File: src/rtl/m68k_sdram_bridge.sv
// rtl/m68k_sdram_bridge.sv - 68000 bus front end for the 125 MHz SDRAM controller
// Synchronises CPU strobes, decodes the RAM window and holds controller strobes for a fixed access time.
module m68k_sdram_bridge #(
   parameter logic [1:0] RAM_BASE    = 2'b00,
   parameter int         ACK_DELAY   = 20,
   parameter int         SYNC_STAGES = 2
) (
   input  logic        clk125_mhz,
   input  logic        rstn,
   input  logic [23:0] cpu_addr,
   input  logic [15:0] cpu_din,
   input  logic        cpu_asn,
   input  logic        cpu_udsn,
   input  logic        cpu_ldsn,
   input  logic        cpu_rw,
   output logic [15:0] cpu_dout,
   output logic        cpu_dtackn,
   output logic [23:0] ram_addr,
   output logic [15:0] ram_din,
   input  logic [15:0] ram_dout,
   output logic        ram_asn,
   output logic        ram_udsn,
   output logic        ram_ldsn,
   output logic        ram_rw
);

   localparam int            CW       = $clog2(ACK_DELAY + 1);
   localparam logic [CW-1:0] CNT_LAST = CW'(ACK_DELAY - 1);

   typedef enum logic [2:0] {IDLE, MISS, ARM, ACCESS, ACK} state_t;

   state_t                      state, state_nxt;
   logic [SYNC_STAGES-1:0][3:0] sync_q;
   logic                        s_asn, s_udsn, s_ldsn, s_rw;
   logic [CW-1:0]               count;
   logic                        enter_arm, enter_access, enter_ack, release_all;

   always_ff @(posedge clk125_mhz or negedge rstn) begin
      if (!rstn) sync_q <= '1;
      else       sync_q <= {sync_q[SYNC_STAGES-2:0], {cpu_asn, cpu_udsn, cpu_ldsn, cpu_rw}};
   end

   assign {s_asn, s_udsn, s_ldsn, s_rw} = sync_q[SYNC_STAGES-1];

   always_ff @(posedge clk125_mhz or negedge rstn) begin
      if (!rstn) state <= IDLE;
      else       state <= state_nxt;
   end

   // A released address strobe always wins, so an aborted cycle never reaches ACK.
   always_comb begin
      state_nxt = state;
      case (state)
         IDLE:    if (!s_asn) state_nxt = (cpu_addr[23:22] == RAM_BASE) ? ARM : MISS;
         MISS:    if (s_asn) state_nxt = IDLE;
         ARM:     if (s_asn) state_nxt = IDLE;
                  else if (!(s_udsn && s_ldsn)) state_nxt = ACCESS;
         ACCESS:  if (s_asn) state_nxt = IDLE;
                  else if (count == CNT_LAST) state_nxt = ACK;
         ACK:     if (s_asn) state_nxt = IDLE;
         default: state_nxt = IDLE;
      endcase
   end

   assign enter_arm    = (state == IDLE)   && (state_nxt == ARM);
   assign enter_access = (state == ARM)    && (state_nxt == ACCESS);
   assign enter_ack    = (state == ACCESS) && (state_nxt == ACK);
   assign release_all  = (state != IDLE)   && (state_nxt == IDLE);

   always_ff @(posedge clk125_mhz or negedge rstn) begin
      if (!rstn) begin
         count      <= '0;
         cpu_dout   <= '0;
         cpu_dtackn <= 1'b1;
         ram_addr   <= '0;
         ram_din    <= '0;
         ram_asn    <= 1'b1;
         ram_udsn   <= 1'b1;
         ram_ldsn   <= 1'b1;
         ram_rw     <= 1'b1;
      end else begin
         if (enter_arm) begin
            ram_addr <= cpu_addr;
            ram_rw   <= s_rw;
            ram_asn  <= 1'b0;
         end
         if (enter_access) begin
            ram_udsn <= s_udsn;
            ram_ldsn <= s_ldsn;
            ram_din  <= cpu_din;
         end
         if (enter_access)
            count <= '0;
         else if (state == ACCESS && count != CNT_LAST)
            count <= count + 1'b1;
         if (enter_ack) begin
            cpu_dtackn <= 1'b0;
            if (ram_rw) cpu_dout <= ram_dout;
         end
         if (release_all) begin
            cpu_dtackn <= 1'b1;
            ram_asn    <= 1'b1;
            ram_udsn   <= 1'b1;
            ram_ldsn   <= 1'b1;
            ram_rw     <= 1'b1;
         end
      end
   end

endmodule

File: config.mk
export PLATFORM = sky130hd
export DESIGN_NAME = m68k_sdram_bridge
export DESIGN_NICKNAME = d
export VERILOG_FILES = /design/src/rtl/m68k_sdram_bridge.sv
export SDC_FILE = /design/constraint.sdc
export NUM_CORES = 1
export LEC_CHECK = 0
export CAP_MARGIN = 20
export CORE_UTILIZATION = 48
export CTS_BUF_LIST = sky130_fd_sc_hd__clkbuf_4 sky130_fd_sc_hd__clkbuf_8
export DETAILED_ROUTE_END_ITERATION = 8
export PLACE_DENSITY = 0.88
export SLEW_MARGIN = 25
export SYNTH_ARGS = -nofsm -noshare
export SYNTH_HDL_FRONTEND = slang
export SYNTH_SLANG_ARGS = --single-unit
File: constraint.sdc
create_clock -name clk125_mhz -period 4.9 [get_ports clk125_mhz]
set_input_delay 0.98 -clock clk125_mhz [delete_from_list [all_inputs] [get_ports clk125_mhz]]
set_output_delay 0.98 -clock clk125_mhz [all_outputs]
set_load 0.05 [all_outputs]
==> impl_results.rst <==
.. list-table::
   :header-rows: 1

   * - Metric
     - Value
   * - Final clock skew
     - 0.0113 ns
   * - Sort of element at the end of the critical path
     - output port
   * - Reg2Reg Launch Point
     - count[0]
   * - Wire length on met3
     - 401 um
   * - Unrepaired setup endpoints after global routing
     - false
   * - Final Hold Vio Count
     - 0
   * - Worst-Margin Slew
     - 0.916 ns
   * - Max-slew violation total from the final report
     - 0
   * - Cell taking the most area after synthesis
     - sky130_fd_sc_hd__dfrtp_1
   * - Wire length per cell
     - 14.6 um
   * - Count of inserted antenna diode cells
     - 0
   * - Number of levels in the clock H-tree
     - 3
   * - Critical path buffer and inverter count
     - 1
   * - Cells along the critical path
     - clkdlybuf4s50_1
   * - Placer's final routability congestion estimate
     - 0.749
   * - Crit-path leading delay family
     - buffers and inverters
   * - Die outline area
     - 6580 um^2
   * - Die Span Y
     - 81.1 um
   * - Share of the yosys chip area belonging to registers
     - 64.6%
   * - Buffer cell driving the clock tree root
     - sky130_fd_sc_hd__clkbuf_8
   * - Number of cells traversed by the worst hold path
     - 0
   * - Minimum clock period after layout
     - 2.70 ns
   * - Net count, final
     - 415
   * - Top flip-flop cell by instance count after synthesis
     - sky130_fd_sc_hd__dfrtp_1
   * - Cts-stage hold buffer count
     - 0
   * - Die width
     - 81.1 um
   * - Area added between synthesis and finish
     - 48.8%
   * - Cells after Synth
     - 229
   * - Largest net degree at the start of global routing
     - 78
   * - Number of synthesized flops with an enable pin
     - 0
   * - DR vias/cell
     - 4.85
   * - Logic gate share of total power
     - 45.4%
   * - Count of nets left with antenna violations after detail routing
     - 0
   * - Sort of element at the start of the critical path
     - register
   * - Arrival @ worst endpoint
     - 1.72 ns
   * - Core Footprint
     - 5990 um^2
   * - Post-detailed-placement half-perimeter wirelength
     - 4490 um
   * - Avg Inst Size Synth
     - 13.1 um^2
   * - Synth Net Count
     - 292
   * - Type of the tightest min-delay check
     - register to register
   * - Sequential cell fraction of total power
     - 36.2%
   * - Core Rows
     - 28
   * - Cell variety after synth
     - 35
   * - Sinks on Clock Net
     - 77
   * - Slowest-stage cell, CP
     - sky130_fd_sc_hd__clkdlybuf4s50_1
   * - Number of DRC violations after detailed routing
     - 0
   * - Total GRT Usage
     - 20.3%
   * - Starting density of the core
     - 50.2%
   * - Worst setup path start
     - ram_rw
   * - Clock-pin transition on the worst setup and hold timing paths
     - 0.08 ns
   * - Count of buffers added by post-CTS timing repair for setup
     - 0
   * - Cells taking the most area after synthesis
     - sky130_fd_sc_hd__dfrtp_1 53%, sky130_fd_sc_hd__dfstp_2 11%, sky130_fd_sc_hd__mux2_2 10%, sky130_fd_sc_hd__nand2_1 7.4%, sky130_fd_sc_hd__mux2_4 5.0%
   * - Metal2 WL
     - 3270 um
   * - Fraction of synthesized cell area taken by the top area cell type
     - 53.3%
   * - Maximum achievable frequency
     - 370 MHz
   * - Yosys warns
     - 0
   * - Number of maximum-capacitance violations
     - 0
   * - DR pass1 iterations
     - 4
   * - Worst-skew pair later-pin latency
     - 0.34 ns
   * - Ratio of total power to cell area
     - 571 nW/um^2
   * - First-pass GRT wire length
     - 9690 um
   * - Top-level I/O count
     - 123
   * - Total of fill cells in the finished design
     - 403
   * - Non-filler instance count after layout
     - 432
   * - Final count of negative-setup-slack endpoints
     - 0
   * - Remaining global-route overflow
     - 0
   * - Slew margin rel.
     - 38.9%
   * - Top layer in use
     - met4
   * - Number of synthesized register bits
     - 77
   * - Proportion of power drawn by the clock network
     - 18.4%
   * - Share of flip-flops with an asynchronous set or reset
     - 100%
   * - Summed negative setup slack over all endpoints
     - 0 ns
   * - Share of layout cells above drive strength 1
     - 20.7%
   * - Instance count after placement with tap cells included
     - 416
   * - DRT iter0 DRCs
     - 47
   * - Hold path start
     - sync_q[0]
   * - Data required time at the worst endpoint
     - 3.92 ns
   * - Internal Pwr Total
     - 1.49 mW
   * - Cell with the most instances after synthesis
     - sky130_fd_sc_hd__dfrtp_1
   * - Clock buffers created by TritonCTS
     - 9
   * - Total detailed-routing wirelength
     - 6330 um
   * - Via count of the first global-routing pass
     - 2080
   * - Worst-path fanout max
     - 3
   * - Worst stage delay on the critical path
     - 0.83 ns
   * - Met1 layer wirelength in the final routing
     - 2530 um
   * - Leakage component of the power
     - 1.99 nW
   * - VDD IR-drop max
     - 436 uV
   * - Number of vias after detailed routing
     - 2096
   * - Setup Crit Path Kind
     - register to output port
   * - Post-cts gate resize count
     - 0
   * - Switching power as a share of total power
     - 41.7%
   * - Total standard cell area after synthesis
     - 3010 um^2
   * - Clock tree from TritonCTS
     - yes
   * - Share of the cycle needed by the critical path after routing
     - 55.2%
   * - Ranking of synthesized cells by instance count
     - 64 x sky130_fd_sc_hd__dfrtp_1, 59 x sky130_fd_sc_hd__nand2_1, 28 x sky130_fd_sc_hd__mux2_2, 13 x sky130_fd_sc_hd__dfstp_2, 10 x sky130_fd_sc_hd__mux2_4
   * - Antenna violations before repair
     - 0
   * - Logic depth of the worst setup path including buffers
     - 1
   * - Result of the run
     - finished, final reports clean
   * - FF-to-FF path depth
     - 5
   * - Max clock buf depth
     - 2
   * - Input/output buffers
     - 122
   * - Net switching power
     - 1.07 mW
-- per-layer routing --
metal | up-vias | global-route usage (%)
li1 | 1009 | -
met1 | 1000 | 22.6
met2 | 74 | 34.1
met3 | 13 | 8.31
met4 | 0 | 8.75
met5 | - | 0
-- layout by cell type (no fill, tap or decap), types with 2 or more instances in the layout --
| cell | n |
|---|---|
| sky130_fd_sc_hd__xnor2_1 | 2 |
| sky130_fd_sc_hd__nand4_1 | 3 |
| sky130_fd_sc_hd__inv_1 | 2 |
| sky130_fd_sc_hd__mux2_4 | 10 |
| sky130_fd_sc_hd__mux2i_1 | 2 |
| sky130_fd_sc_hd__clkdlybuf4s50_1 | 121 |
| sky130_fd_sc_hd__nand2_1 | 58 |
| sky130_fd_sc_hd__buf_4 | 2 |
| sky130_fd_sc_hd__clkbuf_4 | 3 |
| sky130_fd_sc_hd__and2_1 | 2 |
| sky130_fd_sc_hd__nand3_1 | 3 |
| sky130_fd_sc_hd__xor2_1 | 2 |
| sky130_fd_sc_hd__dfstp_2 | 13 |
| sky130_fd_sc_hd__a2111o_1 | 2 |
| sky130_fd_sc_hd__o21ai_0 | 2 |
| sky130_fd_sc_hd__mux2_2 | 28 |
| sky130_fd_sc_hd__dfrtp_1 | 64 |
| sky130_fd_sc_hd__clkbuf_8 | 9 |
| sky130_fd_sc_hd__nor2_1 | 8 |
| sky130_fd_sc_hd__a21oi_1 | 2 |
-- state kept, by name, summed over array words and instances, names as in the netlist, 3 cells and up --
| signal | cells |
|---|---|
| ram_addr | 24 |
| sync_q | 4 |
| state | 3 |
| cpu_dout | 16 |
| ram_din | 16 |
| count | 5 |
-- final timing paths --
kind	to	slack, ns
setup / recovery	ram_rw	2.20
hold / removal	s_rw	0.36
setup reg to reg	cpu_dout[12]	2.78
hold reg to reg	s_rw	0.36
max in group asynchronous	ram_din[15]	3.54
min in group asynchronous	ram_addr[11]	0.79
-- area by class of cell --
| cell class | count | area (um^2) | area share [%] |
|---|---|---|---|
| flip-flops and latches | 77 | 1940 | 43.4 |
| repair buffers | 123 | 1230 | 27.4 |
| multi-input cells | 139 | 1000 | 22.5 |
| clock buffers | 12 | 146 | 3.27 |
| well taps | 75 | 93.8 | 2.10 |
| clock inverters | 4 | 51.3 | 1.15 |
| inverters | 2 | 7.51 | 0.168 |
-- kinds of logic after synthesis --
family                     count (synthesis)  synth area share [%]
AOI/OAI and AO/OA                         10                  2.54
xor gates and xnor gates                   4                  1.17
adders and majority gates                  1                 0.416
buffers and inverters                     13                  2.62
DFF                                       77                  64.6
muxes                                     40                  16.1
and+or+nand+nor                           84                  12.5
-- power groups by stage --
stage,Sequential (mW),Combinational (mW),Clock [mW]
floorplan,1.48,0.182,0
global placement,0.927,1.14,0
detailed placement,0.935,1.16,0
CTS,0.927,1.17,0.481
global route,0.946,1.21,0.509
finish,0.924,1.16,0.469
-- metrics by stage --
step	util, %	hold slack (ns)	setup WS, ns	area (um^2)	total power [mW]
2_1_floorplan	-	0.345	2.83	3010	1.66
3_3_place_gp	71.1	0.345	2.09	4260	2.07
3_5_place_dp	71.3	0.347	2.06	4270	2.10
4_1_cts	74.6	0.362	2.18	4470	2.58
5_1_grt	74.7	0.363	2.16	4470	2.66
6_report	74.7	0.359	2.20	4470	2.55
-- worst reg2reg max path: cells and delay by family (launching register included) --
| kind | cells | cell delay [ns] |
|---|---|---|
| AND/OR/NAND/NOR | 3 | 1.05 |
| flip-flops | 1 | 0.39 |
| multiplexers | 1 | 0.37 |
| adder cells (fa/ha/maj) | 1 | 0.20 |
Note: power is estimated with default switching activity, not from simulation.
